--- src/rtl/gemm_c_drain.sv ---
// gemm_c_drain: reads every C tile word back from SRAM C after the accelerator
// has finished. Each word holds M*N results, and the block emits them as a
// valid/ready element stream in ascending element order.
// Build option: define GEMM_C_DRAIN_PREFETCH_EN to add a shadow word buffer.
// The shadow buffer fetches the next word while the current one drains, which
// removes the REQ/WAIT bubbles between words.
module gemm_c_drain #(
  parameter int unsigned AddrWidth     = 16,
  parameter int unsigned SizeAddrWidth = 8,
  parameter int unsigned M             = 4,
  parameter int unsigned N             = 4,
  parameter int unsigned OutDataWidth  = 32
) (
  input  logic                           clk_i,
  input  logic                           rst_ni,
  input  logic                           start_i,
  input  logic [SizeAddrWidth-1:0]       M_size_i,
  input  logic [SizeAddrWidth-1:0]       N_size_i,
  output logic [AddrWidth-1:0]           sram_c_addr_o,
  output logic                           sram_c_re_o,
  input  logic [OutDataWidth*M*N-1:0]    sram_c_rdata_i,
  output logic [OutDataWidth-1:0]        elem_data_o,
  output logic                           elem_valid_o,
  input  logic                           elem_ready_i,
  output logic                           elem_last_o,
  output logic                           busy_o,
  output logic                           done_o
);

  localparam int unsigned NumElem = M * N;
  localparam int unsigned IdxW    = (NumElem > 1) ? $clog2(NumElem) : 1;
  localparam int unsigned CntW    = 2 * SizeAddrWidth;
  localparam int unsigned WordW   = OutDataWidth * NumElem;
  localparam int unsigned SelW    = (WordW > 1) ? $clog2(WordW) : 1;
  localparam logic [IdxW-1:0] IdxLast = IdxW'(NumElem - 1);

  typedef enum logic [2:0] {
    S_IDLE = 3'd0,
    S_REQ  = 3'd1,
    S_WAIT = 3'd2,
    S_SEND = 3'd3,
    S_DONE = 3'd4
  } state_e;

  state_e            state_r, state_s;
  logic [CntW-1:0]   total_r, total_s;
  logic [CntW-1:0]   word_r, word_s;
  logic [CntW-1:0]   fetch_r, fetch_s;     // words requested so far
  logic [IdxW-1:0]   idx_r, idx_s;
  logic [WordW-1:0]  buf_r, buf_s;         // active word being streamed
  logic              rd_vld_r;             // SRAM read data valid this cycle
  logic [AddrWidth-1:0]    addr_r, addr_s;
  logic                    re_r, re_s;
  logic [OutDataWidth-1:0] data_r, data_s;
  logic                    valid_r, valid_s;
  logic                    last_r, last_s;
  logic                    busy_r, busy_s;
  logic                    done_r, done_s;
  logic [CntW-1:0]   size_prod_s;
  logic [SelW-1:0]   sel_lsb_s;
  logic              hs_s, end_word_s, end_all_s;
`ifdef GEMM_C_DRAIN_PREFETCH_EN
  logic [WordW-1:0]  sh_buf_r, sh_buf_s;
  logic              sh_full_r, sh_full_s;
`endif

  assign size_prod_s = CntW'(M_size_i) * CntW'(N_size_i);
  assign hs_s        = valid_r && elem_ready_i;
  assign end_word_s  = hs_s && (idx_r == IdxLast);
  assign end_all_s   = end_word_s && (word_r == (total_r - CntW'(1)));

  // Next-state, buffer movement, read issue and next output values
  always_comb begin
    state_s = state_r;
    total_s = total_r;
    word_s  = word_r;
    fetch_s = fetch_r;
    idx_s   = idx_r;
    buf_s   = buf_r;
    re_s    = 1'b0;
    addr_s  = addr_r;
`ifdef GEMM_C_DRAIN_PREFETCH_EN
    sh_buf_s  = sh_buf_r;
    sh_full_s = sh_full_r;
`endif
    case (state_r)
      S_IDLE: begin
        if (start_i) begin
          total_s = size_prod_s;
          word_s  = '0;
          fetch_s = '0;
          idx_s   = '0;
          if (size_prod_s == '0) begin
            state_s = S_DONE;
          end else begin
            state_s = S_REQ;
          end
        end else begin
          state_s = S_IDLE;
        end
      end
      S_REQ: begin
        state_s = S_WAIT;
      end
      S_WAIT: begin
        if (rd_vld_r) begin
          buf_s   = sram_c_rdata_i;
          idx_s   = '0;
          state_s = S_SEND;
        end else begin
          state_s = S_WAIT;
        end
      end
      S_SEND: begin
`ifdef GEMM_C_DRAIN_PREFETCH_EN
        // Prefetched data lands in the shadow unless it is consumed directly
        if (rd_vld_r && !end_word_s) begin
          sh_buf_s  = sram_c_rdata_i;
          sh_full_s = 1'b1;
        end else begin
          sh_full_s = sh_full_r;
        end
`endif
        if (end_all_s) begin
          state_s = S_DONE;
        end else if (end_word_s) begin
          word_s = word_r + CntW'(1);
          idx_s  = '0;
`ifdef GEMM_C_DRAIN_PREFETCH_EN
          if (sh_full_r) begin
            buf_s     = sh_buf_r;
            sh_full_s = 1'b0;
            state_s   = S_SEND;
          end else if (rd_vld_r) begin
            buf_s   = sram_c_rdata_i;
            state_s = S_SEND;
          end else if (re_r) begin
            state_s = S_WAIT;
          end else begin
            state_s = S_REQ;
          end
`else
          state_s = S_REQ;
`endif
        end else if (hs_s) begin
          idx_s = idx_r + IdxW'(1);
        end else begin
          idx_s = idx_r;
        end
      end
      S_DONE: begin
        state_s = S_IDLE;
      end
      default: begin
        state_s = S_IDLE;
      end
    endcase

    // A read goes out in REQ, or as a prefetch while streaming when no read is in flight
    if (state_s == S_REQ) begin
      re_s = 1'b1;
`ifdef GEMM_C_DRAIN_PREFETCH_EN
    end else if ((state_s == S_SEND) && !sh_full_s && !re_r && (fetch_s < total_s)) begin
      re_s = 1'b1;
`endif
    end else begin
      re_s = 1'b0;
    end
    if (re_s) begin
      addr_s  = AddrWidth'(fetch_s);
      fetch_s = fetch_s + CntW'(1);
    end else begin
      addr_s  = addr_r;
    end

    sel_lsb_s = SelW'(idx_s) * SelW'(OutDataWidth);
    valid_s   = (state_s == S_SEND);
    data_s    = buf_s[sel_lsb_s +: OutDataWidth];
    last_s    = valid_s && (word_s == (total_s - CntW'(1))) && (idx_s == IdxLast);
    busy_s    = (state_s != S_IDLE);
    done_s    = (state_s == S_DONE);
  end

  // Control state, counters and word buffers
  always_ff @(posedge clk_i or negedge rst_ni) begin
    if (!rst_ni) begin
      state_r  <= S_IDLE;
      total_r  <= '0;
      word_r   <= '0;
      fetch_r  <= '0;
      idx_r    <= '0;
      buf_r    <= '0;
      rd_vld_r <= 1'b0;
`ifdef GEMM_C_DRAIN_PREFETCH_EN
      sh_buf_r  <= '0;
      sh_full_r <= 1'b0;
`endif
    end else begin
      state_r  <= state_s;
      total_r  <= total_s;
      word_r   <= word_s;
      fetch_r  <= fetch_s;
      idx_r    <= idx_s;
      buf_r    <= buf_s;
      rd_vld_r <= re_r;
`ifdef GEMM_C_DRAIN_PREFETCH_EN
      sh_buf_r  <= sh_buf_s;
      sh_full_r <= sh_full_s;
`endif
    end
  end

  // Registered outputs, loaded from the next-state values
  always_ff @(posedge clk_i or negedge rst_ni) begin
    if (!rst_ni) begin
      addr_r  <= '0;
      re_r    <= 1'b0;
      data_r  <= '0;
      valid_r <= 1'b0;
      last_r  <= 1'b0;
      busy_r  <= 1'b0;
      done_r  <= 1'b0;
    end else begin
      addr_r  <= addr_s;
      re_r    <= re_s;
      data_r  <= data_s;
      valid_r <= valid_s;
      last_r  <= last_s;
      busy_r  <= busy_s;
      done_r  <= done_s;
    end
  end

  assign sram_c_addr_o = addr_r;
  assign sram_c_re_o   = re_r;
  assign elem_data_o   = data_r;
  assign elem_valid_o  = valid_r;
  assign elem_last_o   = last_r;
  assign busy_o        = busy_r;
  assign done_o        = done_r;

endmodule

--- config.mk ---
export PLATFORM = sky130hd
export DESIGN_NAME = gemm_c_drain
export DESIGN_NICKNAME = d
export VERILOG_FILES = /design/src/rtl/gemm_c_drain.sv
export SDC_FILE = /design/constraint.sdc
export NUM_CORES = 2
export LEC_CHECK = 0
export BUFFER_PORTS_ARGS = -buffer_cell sky130_fd_sc_hd__buf_2
export CAP_MARGIN = 40
export CORE_MARGIN = 2
export CORE_UTILIZATION = 56
export CTS_CLUSTER_SIZE = 40
export DETAILED_ROUTE_END_ITERATION = 8
export PLACE_DENSITY = 0.8
export SYNTH_ARGS = -nofsm -noshare
export SYNTH_HDL_FRONTEND = slang
export SYNTH_SLANG_ARGS = --single-unit
export TNS_END_PERCENT = 1
--- constraint.sdc ---
create_clock -name clk_i -period 5.35 [get_ports clk_i]
set_input_delay 0.2675 -clock clk_i [delete_from_list [all_inputs] [get_ports clk_i]]
set_output_delay 0.2675 -clock clk_i [all_outputs]
set_load 0.005 [all_outputs]
==> out/metrics.cfg, run 1 <==
[run_status]
status = stopped before the end
lastStage = global routing (5_1_grt)
tool.error = [ERROR GRT-0116] Global routing finished with congestion. Check the congestion regions in the DRC Viewer.

[floorplan]
die_w_um = 241
design.portCount = 585
rows = 86
initial_utilization_pct = 56.8
die_h_um = 241

[placed_design]
port_buffers = 584
gp_congestion = 0.938
dp_hpwl_um = 82800

[global_routing]
grt.total_usage_pct = 57.0
grt_overflow_total = 4
grt_max_degree = 155
first_global_vias = 38300
grt_pass1_wl_um = 237000

[synthesis]
yosys_warnings = 0
ys.flop_type = dfrtp_1
synth_top_family_by_area = simple AND/OR/NAND/NOR gates
synth.top_cell.area_share_pct = 49.5
synth_xor_area_share_pct = 1.72
yosysSeqAreaShare_pct = 49.5
synth_top_area_cell = dfrtp_1
syn_nets = 4406
yosysUniqueCellTypes = 80
synth_compound_area_share_pct = 6.10
async_flop_share_pct = 100
avgSynthCellArea_um2 = 8.27
yosys.area_share.simple_pct = 29.8
synth_area_mm2 = 0.0314
synth_area_leaders = dfrtp_1 49%, nand2_1 20%, mux2i_1 4.8%
synth_adder_area_share_pct = 3.93
yosys_register_bits = 621
synth.area.mux_share_pct = 5.13
synth-edff-count = 0
syn_inst = 3797

[clock_tree]
numCtsBuffers = 67
clockBufferDepth = 3
htree_num_levels = 3
tritoncts_num_sinks = 621
cts-root-buf = clkbuf_16
cts_resized = 0
post_cts_buffers = 0

-- metrics by stage --
stage               instance area [um2]  TNS (ns)  setup slack, ns  hold WS, ns  instances
global placement                  35900     -1.90           -0.188        0.310       5062
floorplan                         31400         0           0.0663      -0.0281       3797
CTS                               43200         0            0.130       0.0204       5690
detailed placement                35900     -3.84           -0.227        0.316       5063
-- synth_stat cells, types with 19 or more instances --
cell	number
a21oi_1	27
nand3_1	61
clkbuf_1	155
and2_1	65
nor2_1	288
mux2i_1	152
buf_2	34
xor2_1	24
nand2_1	1642
inv_1	65
o21ai_1	70
nand4_1	19
o21ai_0	65
dfrtp_1	621
xnor2_1	35
ha_1	41
nor3_1	145
a221oi_1	59
buf_1	26
fa_1	36
-- metal layers --
metal  GRT overflow  GRT usage (%)
met1              0           61.1
met2              2           75.4
met3              0           39.2
met4              2           46.0
met5              0           15.9
-- logic make-up after synthesis --
group | count (synthesis)
buf+inv | 292
fa+ha+maj | 77
flops | 621
simple gates | 2297
mux | 160
compound gates | 290
xor+xnor | 60
-- timing repair --
action / 4_1_cts
setup endpoints to repair: 0
hold buffers: 512
endpoints found under the hold margin: 581
==> run 2, diff against run 1 <==
CORE_UTILIZATION = 40   (was 56)
CTS_CLUSTER_SIZE = default   (was 40)
PLACE_DENSITY = default   (was 0.8)
PLACE_DENSITY_LB_ADDON = 0.15   (was default)
==> run 2 against run 1 <==
  * The run now ends clean
  * Synthesized cell count stayed put
  * Area after synthesis stayed put
==> out/metrics.cfg, run 2 <==
[sta]
fin_crit_ns = 5.30
hold_violations = 0
setup_viol = 0
clock.fmax_ghz = 0.189
tightestPinTransition_ns = 1.10
setup_ws_ns = 0.0477
grt_setup_unrepaired = false
slew_headroom_pct = 26.5
finalCritPeriodShare_pct = 99.1
finClkSkew_ns = 0.0183
drv_slew = 0
whs_ns = 0.0392

[global_routing]
antenna_found_initial = 14
grt.total_usage_pct = 31.1
grt_pass1_wl_um = 191000
grt_max_degree = 166
grt_overflow_total = 0
first_global_vias = 31300

[synthesis]
syn_inst = 3797
synth_area_mm2 = 0.0314
synth_area_leaders = dfrtp_1 49%, nand2_1 20%, mux2i_1 4.8%
avgSynthCellArea_um2 = 8.27
synth-edff-count = 0
synth.top_cell.area_share_pct = 49.5
ys.flop_type = dfrtp_1
async_flop_share_pct = 100
yosysSeqAreaShare_pct = 49.5
yosysUniqueCellTypes = 80
yosys_register_bits = 621
yosys_warnings = 0
synthMostInstantiatedCell = nand2_1
yosys-top-cells-count = 1642 x nand2_1, 621 x dfrtp_1, 288 x nor2_1, 155 x clkbuf_1, 152 x mux2i_1
syn_nets = 4406
synth_top_area_cell = dfrtp_1

[floorplan]
dieArea_mm2 = 0.0808
die_w_um = 284
rows = 102
die_h_um = 284
initial_utilization_pct = 40.5
coreArea_mm2 = 0.0776
design.portCount = 585

[placed_design]
port_buffers = 584
gp_congestion = 0.893
dp_hpwl_um = 89200
postPlaceCellArea_mm2 = 0.0362
dp_cells = 5366
dp_worst_setup_slack_ns = -0.440

[finish]
area.growth.synth_to_final_pct = 39.3
post_route_cells_drive_above_1_share_pct = 18.3
fin_nets = 5523
largest_reg_flops = 512
multi_input_area_mm2 = 0.0147
fillCellCount = 6993
mostFrequentLayoutCells = 1642 x nand2_1, 621 x dfrtp_1, 588 x buf_2
final_common_cell = nand2_1
largest_register = buf_r
design_area_mm2 = 0.0437
fin_cells = 6016
ff_latch_area_mm2 = 0.0155

[clock_tree]
insertion_delay_ns = 0.62
numCtsBuffers = 72
htree_num_levels = 3
clk_pin_slew_worst_paths_ns = 0.06
cts-root-buf = clkbuf_16
cts_tree = yes
tritoncts_num_sinks = 621
clockBufferDepth = 3

[setup_path]
crit_family = simple AND/OR/NAND/NOR gates
path_class = flip-flop to flip-flop
path_cells = or4_1 > or4_4 > or4_4 > o211ai_2 > nand2_1 > nor4_1 > buf_4 > nor2b_4 > and2_2 > buf_4 > a221oi_1 > o21ai_1 > nand3_1
cp_slowest_cell = a221oi_1
worstPathArrival_ns = 5.85
required_ns = 5.89
startpoint_type = flip-flop
critPathMaxStageDelay_ns = 0.86
critical_path.endpoint_type = flip-flop
cp_max_fo = 17
r2r_start = total_r[10]
crit_path_start = total_r[10]
worst-path-buf-inv = 2

[detailed_routing]
routed_wl_um = 127000
firstDrtPassIters = 5
post_drt_wl_per_cell_um = 21.2
drc = 0
num_vias = 31100
avgViaCountPerCell = 5.17
ant_nets = 0
drtIter0Drc = 2723

[pwr]
p_sw_mw = 7.78
p_leak_nw = 20.8
p_clk_share_pct = 25.8
p_per_area_mw_per_mm2 = 442
swShare_pct = 40.3
ir_worst_vdd_uv = 245
p_comb_share_pct = 43.4
p_int_mw = 11.5
sequentialPowerShare_pct = 30.9

[worst_hold_path]
worstHoldPathType = primary input to flip-flop
hold_start = sram_c_rdata_i[380]

[run_status]
status = complete, no violations

[run]
maxCapViolCount = 0

==> run 2: cell counts after synthesis <==
No cell type changed its count.
==> run 2: through the flow <==
| step | utilization (%) | power [mW] | TNS, ns |
|---|---|---|---|
| after detailed placement | 46.7 | 14.1 | -5.92 |
| after global placement | 46.7 | 14.0 | -4.65 |
| after CTS | 56.3 | 19.4 | 0 |
| after floorplan | - | 10.4 | 0 |
| after global routing | 56.4 | 20.3 | 0 |
| final | 56.4 | 19.3 | 0 |
==> run 2: logic make-up (layout without fill, tap and decap cells) <==
group                      after synthesis  in the layout  synth area share (%)
other                                    0             10                     0
buffers and inverters                  292           1461                  3.81
and+or+nand+nor                       2297           2297                  29.8
adders and majority gates               77             77                  3.93
DFF                                    621            621                  49.5
AOI/OAI and AO/OA                      290            290                  6.10
xor gates and xnor gates                60             60                  1.72
muxes                                  160            160                  5.13
==> run 2: area by class of cell <==
| type | instances | share of cell area [%] |
|---|---|---|
| clock buffers | 99 | 4.74 |
| clock inverters | 27 | 0.626 |
| flip-flops and latches | 621 | 35.5 |
| well taps | 1040 | 2.97 |
| diodes | 10 | 0.0572 |
| multi-input cells | 2884 | 33.7 |
| inverters | 68 | 0.606 |
| repair buffers | 1267 | 21.8 |
==> run 2: power groups by stage <==
stage / clock network [mW] / registers [mW] / logic, mW
finish: 4.98 / 5.97 / 8.38
global route: 5.24 / 6.05 / 9.05
CTS: 5.06 / 5.97 / 8.35
detailed placement: 0 / 6.05 / 8.02
global placement: 0 / 6.02 / 7.98
floorplan: 0 / 5.92 / 4.51
==> run 2: repair_timing <==
action                     in CTS  in global routing
setup endpoints to repair       0                  7
hold buffers                  510                  0
hold endpoints to repair      608                  0
buffers inserted                0                  0
resized for setup               0                  2
==> run 2: path summary, 6_finish.rpt <==
kind,endpoint,slack [ns],depth (start not counted)
min,buf_r[380],0.04,3
min in group asynchronous,buf_r[122],0.28,2
max in group asynchronous,buf_r[261],3.68,3
max reg2reg,elem_data_o[21],0.05,13
max,elem_data_o[21],0.05,13
min reg2reg,rd_vld_r,0.45,0
==> run 2: metal layers <==
layer / share of wire (%) / track usage, % / wire, um / vias to the layer above
met4: 5.4 / 15.2 / 6850 / 16
met3: 6.4 / 5.25 / 8190 / 333
met1: 43 / 42.8 / 55000 / 15000
met2: 45 / 47.5 / 57100 / 1192
li1: - / - / - / 14500
met5: 0.079 / 0 / 101 / -
==> run 2: worst register-to-register path: cells and delay by family (launching register included) <==
family	cells	cell delay, ns
simple gates	8	2.83
flops	1	0.43
buf+inv	2	0.49
compound gates	3	1.48
Power figures use the tool's default switching activity.
